### src/rtl/rot_coord_gen.sv
// Destination-to-source coordinate generator: fetches cos/sin coefficients for the
// selected angle, then raster-scans the image and emits inverse-rotated source coordinates.
//
// state | meaning
// IDLE  | waiting for start
// FETCH | lookup indices presented, lookups registering
// LATCH | coefficients captured, scan counters cleared
// RUN   | issuing one pixel per advancing cycle
// DRAIN | waiting for the final beat to be accepted
module rot_coord_gen #(
  parameter int IMG_W = 64,
  parameter int IMG_H = 64,
  parameter int CW    = 8
) (
  input  logic               clk,
  input  logic               reset,
  input  logic               start,
  input  logic [2:0]         aci,
  output logic [2:0]         cos_idx,
  output logic [2:0]         sin_idx,
  input  logic signed [16:0] cos_in,
  input  logic signed [16:0] sin_in,
  output logic               busy,
  output logic               done,
  output logic               err,
  output logic               out_valid,
  input  logic               out_ready,
  output logic [CW-1:0]      dst_x,
  output logic [CW-1:0]      dst_y,
  output logic [CW-1:0]      src_x,
  output logic [CW-1:0]      src_y,
  output logic               in_range
);

  localparam int PW = CW + 18;
  localparam int SW = PW + 1;
  localparam logic [CW-1:0]        XMAX   = CW'(IMG_W - 1);
  localparam logic [CW-1:0]        YMAX   = CW'(IMG_H - 1);
  localparam logic signed [CW:0]   XOFF   = (CW+1)'(IMG_W / 2);
  localparam logic signed [CW:0]   YOFF   = (CW+1)'(IMG_H / 2);
  localparam logic signed [SW-1:0] RND    = SW'(512);
  localparam logic signed [17:0]   SX_OFF = 18'(IMG_W / 2);
  localparam logic signed [17:0]   SY_OFF = 18'(IMG_H / 2);
  localparam logic signed [17:0]   SX_LIM = 18'(IMG_W);
  localparam logic signed [17:0]   SY_LIM = 18'(IMG_H);

  typedef enum logic [2:0] {IDLE, FETCH, LATCH, RUN, DRAIN} state_t;

  state_t state, state_nxt;

  logic                 accept, reject, latch_en, issue, finish;
  logic                 adv, last_pix, final_hs;

  logic signed [16:0]   c_q, s_q;
  logic [CW-1:0]        x_cnt, y_cnt;

  logic                 s1_v;
  logic [CW-1:0]        s1_x, s1_y;
  logic signed [CW:0]   s1_xc, s1_yc;

  logic                 s2_v;
  logic [CW-1:0]        s2_x, s2_y;
  logic signed [PW-1:0] p_xc_c, p_yc_s, p_xc_s, p_yc_c;

  logic signed [SW-1:0] xs_w, ys_w, xr_w, yr_w;
  logic signed [17:0]   sx_w, sy_w;
  logic                 in_w;

  assign adv      = !out_valid || out_ready;
  assign last_pix = (x_cnt == XMAX) && (y_cnt == YMAX);
  // The last beat is accepted once nothing is left behind it in the pipe.
  assign final_hs = out_valid && out_ready && !s1_v && !s2_v;

  always_ff @(posedge clk) begin
    if (!reset) state <= IDLE;
    else        state <= state_nxt;
  end

  always_comb begin
    state_nxt = state;
    case (state)
      IDLE:    if (start && (aci != 3'd7)) state_nxt = FETCH;
      FETCH:   state_nxt = LATCH;
      LATCH:   state_nxt = RUN;
      RUN:     if (adv && last_pix) state_nxt = DRAIN;
      DRAIN:   if (final_hs) state_nxt = IDLE;
      default: state_nxt = IDLE;
    endcase
  end

  always_comb begin
    accept   = 1'b0;
    reject   = 1'b0;
    latch_en = 1'b0;
    issue    = 1'b0;
    finish   = 1'b0;
    case (state)
      IDLE: begin
        accept = start && (aci != 3'd7);
        reject = start && (aci == 3'd7);
      end
      LATCH:   latch_en = 1'b1;
      RUN:     issue    = adv;
      DRAIN:   finish   = final_hs;
      default: ;
    endcase
  end

  always_comb begin
    xs_w = SW'(p_xc_c) + SW'(p_yc_s);
    ys_w = SW'(p_yc_c) - SW'(p_xc_s);
    xr_w = (xs_w + RND) >>> 10;
    yr_w = (ys_w + RND) >>> 10;
    sx_w = $signed(xr_w[17:0]) + SX_OFF;
    sy_w = $signed(yr_w[17:0]) + SY_OFF;
    in_w = !sx_w[17] && (sx_w < SX_LIM) && !sy_w[17] && (sy_w < SY_LIM);
  end

  always_ff @(posedge clk) begin
    if (!reset) begin
      cos_idx   <= '0;
      sin_idx   <= '0;
      busy      <= 1'b0;
      done      <= 1'b0;
      err       <= 1'b0;
      c_q       <= '0;
      s_q       <= '0;
      x_cnt     <= '0;
      y_cnt     <= '0;
      s1_v      <= 1'b0;
      s1_x      <= '0;
      s1_y      <= '0;
      s1_xc     <= '0;
      s1_yc     <= '0;
      s2_v      <= 1'b0;
      s2_x      <= '0;
      s2_y      <= '0;
      p_xc_c    <= '0;
      p_yc_s    <= '0;
      p_xc_s    <= '0;
      p_yc_c    <= '0;
      out_valid <= 1'b0;
      dst_x     <= '0;
      dst_y     <= '0;
      src_x     <= '0;
      src_y     <= '0;
      in_range  <= 1'b0;
    end else begin
      err  <= reject;
      done <= finish;
      if (accept) begin
        cos_idx <= aci;
        // sine comes from the cosine table at the complementary angle
        sin_idx <= 3'd6 - aci;
        busy    <= 1'b1;
      end else if (finish) begin
        busy    <= 1'b0;
      end

      if (latch_en) begin
        c_q   <= cos_in;
        s_q   <= sin_in;
        x_cnt <= '0;
        y_cnt <= '0;
      end else if (issue) begin
        if (x_cnt == XMAX) begin
          x_cnt <= '0;
          y_cnt <= (y_cnt == YMAX) ? '0 : y_cnt + CW'(1);
        end else begin
          x_cnt <= x_cnt + CW'(1);
        end
      end

      if (adv) begin
        s1_v <= issue;
        if (issue) begin
          s1_x  <= x_cnt;
          s1_y  <= y_cnt;
          s1_xc <= $signed({1'b0, x_cnt}) - XOFF;
          s1_yc <= $signed({1'b0, y_cnt}) - YOFF;
        end

        s2_v <= s1_v;
        if (s1_v) begin
          s2_x   <= s1_x;
          s2_y   <= s1_y;
          p_xc_c <= PW'(s1_xc) * PW'(c_q);
          p_yc_s <= PW'(s1_yc) * PW'(s_q);
          p_xc_s <= PW'(s1_xc) * PW'(s_q);
          p_yc_c <= PW'(s1_yc) * PW'(c_q);
        end

        out_valid <= s2_v;
        if (s2_v) begin
          dst_x    <= s2_x;
          dst_y    <= s2_y;
          src_x    <= in_w ? sx_w[CW-1:0] : '0;
          src_y    <= in_w ? sy_w[CW-1:0] : '0;
          in_range <= in_w;
        end
      end
    end
  end

endmodule

### config.mk
export PLATFORM = sky130hd
export DESIGN_NAME = rot_coord_gen
export DESIGN_NICKNAME = d
export VERILOG_FILES = /design/src/rtl/rot_coord_gen.sv
export SDC_FILE = /design/constraint.sdc
export NUM_CORES = 2
export LEC_CHECK = 0
export ABC_CLOCK_PERIOD_IN_PS = 14400
export CELL_PAD_IN_SITES_DETAIL_PLACEMENT = 2
export CELL_PAD_IN_SITES_GLOBAL_PLACEMENT = 2
export CORE_MARGIN = 1.5
export CORE_UTILIZATION = 44
export CTS_BUF_LIST = sky130_fd_sc_hd__clkbuf_8 sky130_fd_sc_hd__clkbuf_16
export DETAILED_ROUTE_END_ITERATION = 7
export GPL_TIMING_DRIVEN = 1
export PLACE_DENSITY = 0.85
export RECOVER_POWER = 25
export SYNTH_ARGS = -nofsm -noshare
export SYNTH_HDL_FRONTEND = slang
export SYNTH_SLANG_ARGS = --single-unit
### constraint.sdc
create_clock -name clk -period 14.4 [get_ports clk]
set_input_delay 2.16 -clock clk [delete_from_list [all_inputs] [get_ports clk]]
set_output_delay 2.16 -clock clk [all_outputs]
set_load 0.01 [all_outputs]
======== After elaboration in Yosys (flattened, before gate mapping) ========
Cells that the tools add are included.
word-level totals
  output and inout bits ................... 43
  latch bits .............................. 0
  ROM bits ................................ 0
  word-level logic and storage cells ...... 96
  bits of input ports ..................... 41
  RAM bits ................................ 0
  bits in registers ....................... 252
  memories kept ........................... 0
operators by class
  add/subtract/negate cells ............... 11
  divide/modulo/power cells ............... 0
  bitwise operators ....................... 1
  muxes and demuxes ....................... 14
  multiply operators ...................... 4
  shift-type cells ........................ 0
  $lt $le $gt $ge ......................... 2
  equality and inequality tests ........... 11
  reductions and logical operators ........ 25
operator list
  operator                                                                count
  9-bit by 17-bit multiplier with 26-bit output                           4
  27-bit by 11-bit adder with 27-bit output (second input constant)       2
  17-bit by 7-bit adder with 18-bit output (second input constant)        2
  18-bit by 8-bit < comparator with 1-bit output (second input constant)  2
  8-bit 2-to-1 mux                                                        4
  26-bit by 26-bit adder with 27-bit output                               1
  26-bit by 26-bit subtractor with 27-bit output                          1
  8-bit by 6-bit subtractor with 9-bit output (second input constant)     2
  8-bit by 1-bit adder with 8-bit output (second input constant)          2
  8-bit by 6-bit == test with 1-bit output (second input constant)        2
  3-bit one-hot mux with 5 select lines                                   1
  1-bit logical AND                                                       10
  2-bit AND reduction                                                     5
  3-bit 2-to-1 mux                                                        3
  3-bit by 2-bit == test with 1-bit output (second input constant)        2
  3-bit == test (second input constant)                                   2
  1-bit 2-to-1 mux                                                        6
  2-bit != test (second input constant)                                   3
  1-bit zero test                                                         5
  3-bit by 1-bit == test with 1-bit output (second input constant)        1
  3-bit zero test                                                         1
  3-bit != test (second input constant)                                   1
  3-bit AND reduction                                                     1
  3-bit subtractor (first input constant)                                 1
  4 further kinds                                                         4

======== Longest topological paths before layout ========
  depth in word-level cells ............... 8
  gate-level depth with buffers ........... 25
  depth with buffers taken out ............ 23

======== Worst setup path after synthesis ========
Ideal clock, no wire load.
  kind .................................... reg2reg
  start point ............................. register, netlist name s1_y[0]
  end point ............................... register p_yc_s[24]
  path slack .............................. 8,326 ps
  arrival ................................. 5,951 ps
  path buffers ............................ 2
  clock period less this slack ............ 6,074 ps
  library setup time ...................... 124 ps
  data required time ...................... 14,276 ps
  stages on the path, launching flop included .. 23
  cell sequence ........................... dfxtp_1 > clkbuf_1 > clkbuf_1 > nand2_1 > fa_1 > inv_1 > fa_1 > inv_1 > fa_1 > fa_1 > inv_1 > ha_1 > ha_1 > a21o_1 > a2111oi_0 > o31ai_1 > o41ai_1 > o21ai_0 > a31o_2 > a21o_1 > a41oi_1 > mux2i_1 > nand3_1
RTL lines
  element               line  text
  to (signal assigned)  188   p_yc_s <= PW'(s1_yc) * PW'(s_q);
  to (decl)             63    logic signed [PW-1:0] p_xc_c, p_yc_s, p_xc_s, p_yc_c;

==> qor_table.md <==
| Quantity | Reported | Unit |
| --- | --- | --- |
| Status | complete, but fails checks | - |
| Violated checks | max-capacitance violations, max-slew violations | - |
| Post-CTS Setup Inserts | 0 | - |
| Wire length reported by the detailed router | 170 | mm |
| Post-route insts no fill | 4741 | - |
| Total of cells resized after clock tree synthesis | 0 | - |
| Via count of the first global-routing pass | 35400 | - |
| Worst clock skew | 0.0274 | ns |
| Post-DR vias/cell | 6.52 | - |
| Syn_area_per_cell | 8.64 | µm² |
| Pwr Density | 63.6 | nW/µm² |
| Cell count after synthesis | 3791 | - |
| Via total after detailed routing | 30900 | - |
| CORE AREA | 73300 | µm² |
| Hold crit path type | reg2reg | - |
| Chip Height | 276 | µm |
| Clock net sink count | 241 | - |
| Async set-or-reset flop fraction in the synthesized netlist | 0 | - |
| Row count | 99 | - |
| Syn-to-layout area delta | 8.68 | % |
| Final critical path time including I/O delays and setup | 9.52 | ns |
| Number of flops mapped to enable cells by yosys | 0 | - |
| PortBufs | 83 | - |
| Final instance area | 35600 | µm² |
| Flop pwr share | 0.338 | - |
| Area contributors post-synth | sky130_fd_sc_hd__fa_1 (31%), sky130_fd_sc_hd__dfxtp_1 (15%), sky130_fd_sc_hd__ha_1 (12%), sky130_fd_sc_hd__nand2_1 (7.0%), sky130_fd_sc_hd__and2_1 (6.1%) | - |
| Net total in the final layout | 4618 | - |
| Fraction of the core area covered by cells at the end of the flow | 0.485 | - |
| Flops & latches, synth | 241 | - |
| Overall track demand over capacity in global routing | 0.424 | - |
| Top fanout value on the critical path | 76 | - |
| Cell with the most instances after synthesis | sky130_fd_sc_hd__nand2_1 | - |
| CTS Buf Count | 36 | - |
| DRC violations left | 0 | - |
| Iter 0 DRT Violations | 2704 | - |
| Top_reg_cell synth | sky130_fd_sc_hd__dfxtp_1 | - |
| Initial core utilization | 0.447 | - |
| Top-area cell type share of the netlist area | 0.308 | - |
| Proportion of synthesized chip area in sequential cells | 0.147 | - |
| Final HPWL from detailed placement | 101 | mm |
| Final count of hold timing violations | 0 | - |
| Maximum clock frequency | 105 | MHz |
| Share of cells above drive strength 1 | 0.0379 | - |
| DIE WIDTH | 276 | µm |
| Post-Route Setup TNS | 0 | ns |
| Routed Antenna Nets | 0 | - |
| Buffer levels on the longest clock path | 3 | - |
| Total standard cell area after synthesis | 32700 | µm² |
| Syn. warnings | 0 | - |
| Hold WS | 0.451 | ns |
| Power share of the combinational group | 0.227 | - |
| Final setup viols | 0 | - |
| Clock network fraction of design power | 0.435 | - |
| Clock latency on the worst-skew pair | 0.60 | ns |
| Type of the setup path with the least slack | in2reg | - |
| Max-Slew Margin vs Limit | -0.876 | - |
| Initial antenna violation count | 13 | - |
| Synth unique cells | 80 | - |
| Routability congestion estimate | 0.874 | - |
| Ports placed on the boundary | 84 | - |
| Number of placed cells counting well taps | 4669 | - |
| Unrepaired setup endpoints after global routing | false | - |
| Slew @ Worst Pin | 2.80 | ns |
| Data required time at the worst endpoint | 14.85 | ns |
| Max Cap Viol | 2 | - |
| Leakage | 17.3 | nW |
| Clock-pin transition on the worst setup and hold timing paths | 0.06 | ns |
| Arrival @ worst endpoint | 9.97 | ns |
| Overflow after GRT | 0 | - |
| Final Total Pwr | 2.26 | mW |
| Worst slack at placement | 7.04 | ns |
| # fillers | 7840 | - |
| Post-Syn Nets | 4660 | - |
| P_sw | 0.853 | mW |
| Pin count of the biggest net entering global routing | 78 | - |
| Slew Viols, Final | 117 | - |
| Post-CTS Hold Fix Bufs | 0 | - |
| Drt first pass iters | 5 | - |
| CP endpoint kind | register | - |
| Synth cell count leaders | sky130_fd_sc_hd__nand2_1 (607), sky130_fd_sc_hd__fa_1 (504), sky130_fd_sc_hd__inv_1 (499) | - |
| TritonCTS clock tree | built | - |
| Post-DP Area | 34300 | µm² |
| Final routed wire length divided by cell count | 35.9 | µm |
| Cell type contributing the most total cell area after synthesis | sky130_fd_sc_hd__fa_1 | - |
| Sw Ratio | 0.377 | - |
| Global-route wire length before repair | 236 | mm |
| Count of H-tree levels built during CTS | 2 | - |
| Internal Dissipation | 1.41 | mW |
| Worst setup SP type | input pin | - |
| VDD IR-drop max | 67.8 | µV |
| Final worst-path cycle share | 0.661 | - |
| Root Buffer | sky130_fd_sc_hd__clkbuf_16 | - |
| Worst path setup slack after routing | 4.88 | ns |
| Die Area | 76100 | µm² |
-- power groups by stage --
stage / clock network [mW] / registers (mW) / logic, mW
6_report: 0.985 / 0.764 / 0.514
3_3_place_gp: 0 / 0.762 / 0.400
2_1_floorplan: 0 / 0.710 / 0.291
4_1_cts: 0.980 / 0.757 / 0.480
3_5_place_dp: 0 / 0.767 / 0.444
5_1_grt: 1.01 / 0.762 / 0.526
-- state kept, by name, indices dropped and copies added (netlist names), 17 cells and up --
name	cells
c_q	17
p_xc_c	26
p_yc_c	26
s_q	17
p_yc_s	26
p_xc_s	26
-- layout make-up --
type                       count  area, µm²  share of cell area
antenna                        6       15.0            0.000422
multi-input combinational   2842      25300               0.710
timing repair buffer         129       1160              0.0327
sequential                   241       4820               0.136
inverter                     499       1870              0.0527
clock buffer                  41        981              0.0276
clock inverter                24        264             0.00742
tap                          959       1200              0.0337
-- metal layers --
layer	global-route usage	vias up	share of wire
met5	0	-	0.00047
met4	0.355	12	0.11
met3	0.0942	1061	0.086
met2	0.704	2135	0.46
met1	0.461	15700	0.35
li1	-	12000	-
-- worst max-delay path, stage by stage --
cell and delay, ns:
sky130_fd_sc_hd__buf_2 0.09, sky130_fd_sc_hd__clkbuf_1 1.92, sky130_fd_sc_hd__clkinvlp_2 3.49, sky130_fd_sc_hd__buf_4 1.18
sky130_fd_sc_hd__nor3_1 0.49, sky130_fd_sc_hd__o21ai_0 0.28, sky130_fd_sc_hd__o311ai_0 0.18
-- cells in the final DEF (no fill, tap or decap), types with 44 or more instances in the layout --
cell type                           n
sky130_fd_sc_hd__dfxtp_1          241
sky130_fd_sc_hd__nand2_1          606
sky130_fd_sc_hd__o21ai_0           59
sky130_fd_sc_hd__and2_1           318
sky130_fd_sc_hd__nor2_1           158
sky130_fd_sc_hd__ha_1             324
sky130_fd_sc_hd__a21oi_1          236
sky130_fd_sc_hd__nor3_1            45
sky130_fd_sc_hd__nand3_1           60
sky130_fd_sc_hd__buf_4             44
sky130_fd_sc_hd__clkdlybuf4s50_1   52
sky130_fd_sc_hd__xor2_1            45
sky130_fd_sc_hd__xnor2_1           83
sky130_fd_sc_hd__inv_1            504
sky130_fd_sc_hd__fa_1             504
-- logic make-up after synthesis --
kind of cell / Yosys count / share of synthesized area
AOI/OAI and AO/OA: 510 / 0.100
xor gates and xnor gates: 128 / 0.0342
and+or+nand+nor: 1357 / 0.199
buffers and inverters: 708 / 0.0815
muxes: 19 / 0.00588
adders and majority gates: 828 / 0.432
DFF: 241 / 0.147
-- worst paths after layout --
check                                      startpoint                      end  slack [ns]  depth (start not counted)
worst max-delay path                            reset  p_yc_c[23]$_SDFFE_PN0P_        4.88                          7
worst min-delay path            src_y[0]$_SDFFE_PN0P_    src_y[0]$_SDFFE_PN0P_        0.45                          2
worst max register to register  s1_xc[5]$_SDFFE_PN0P_  p_xc_s[22]$_SDFFE_PN0P_        6.03                         20
worst min register to register  src_y[0]$_SDFFE_PN0P_    src_y[0]$_SDFFE_PN0P_        0.45                          2
Note: power is estimated with default switching activity, not from simulation.
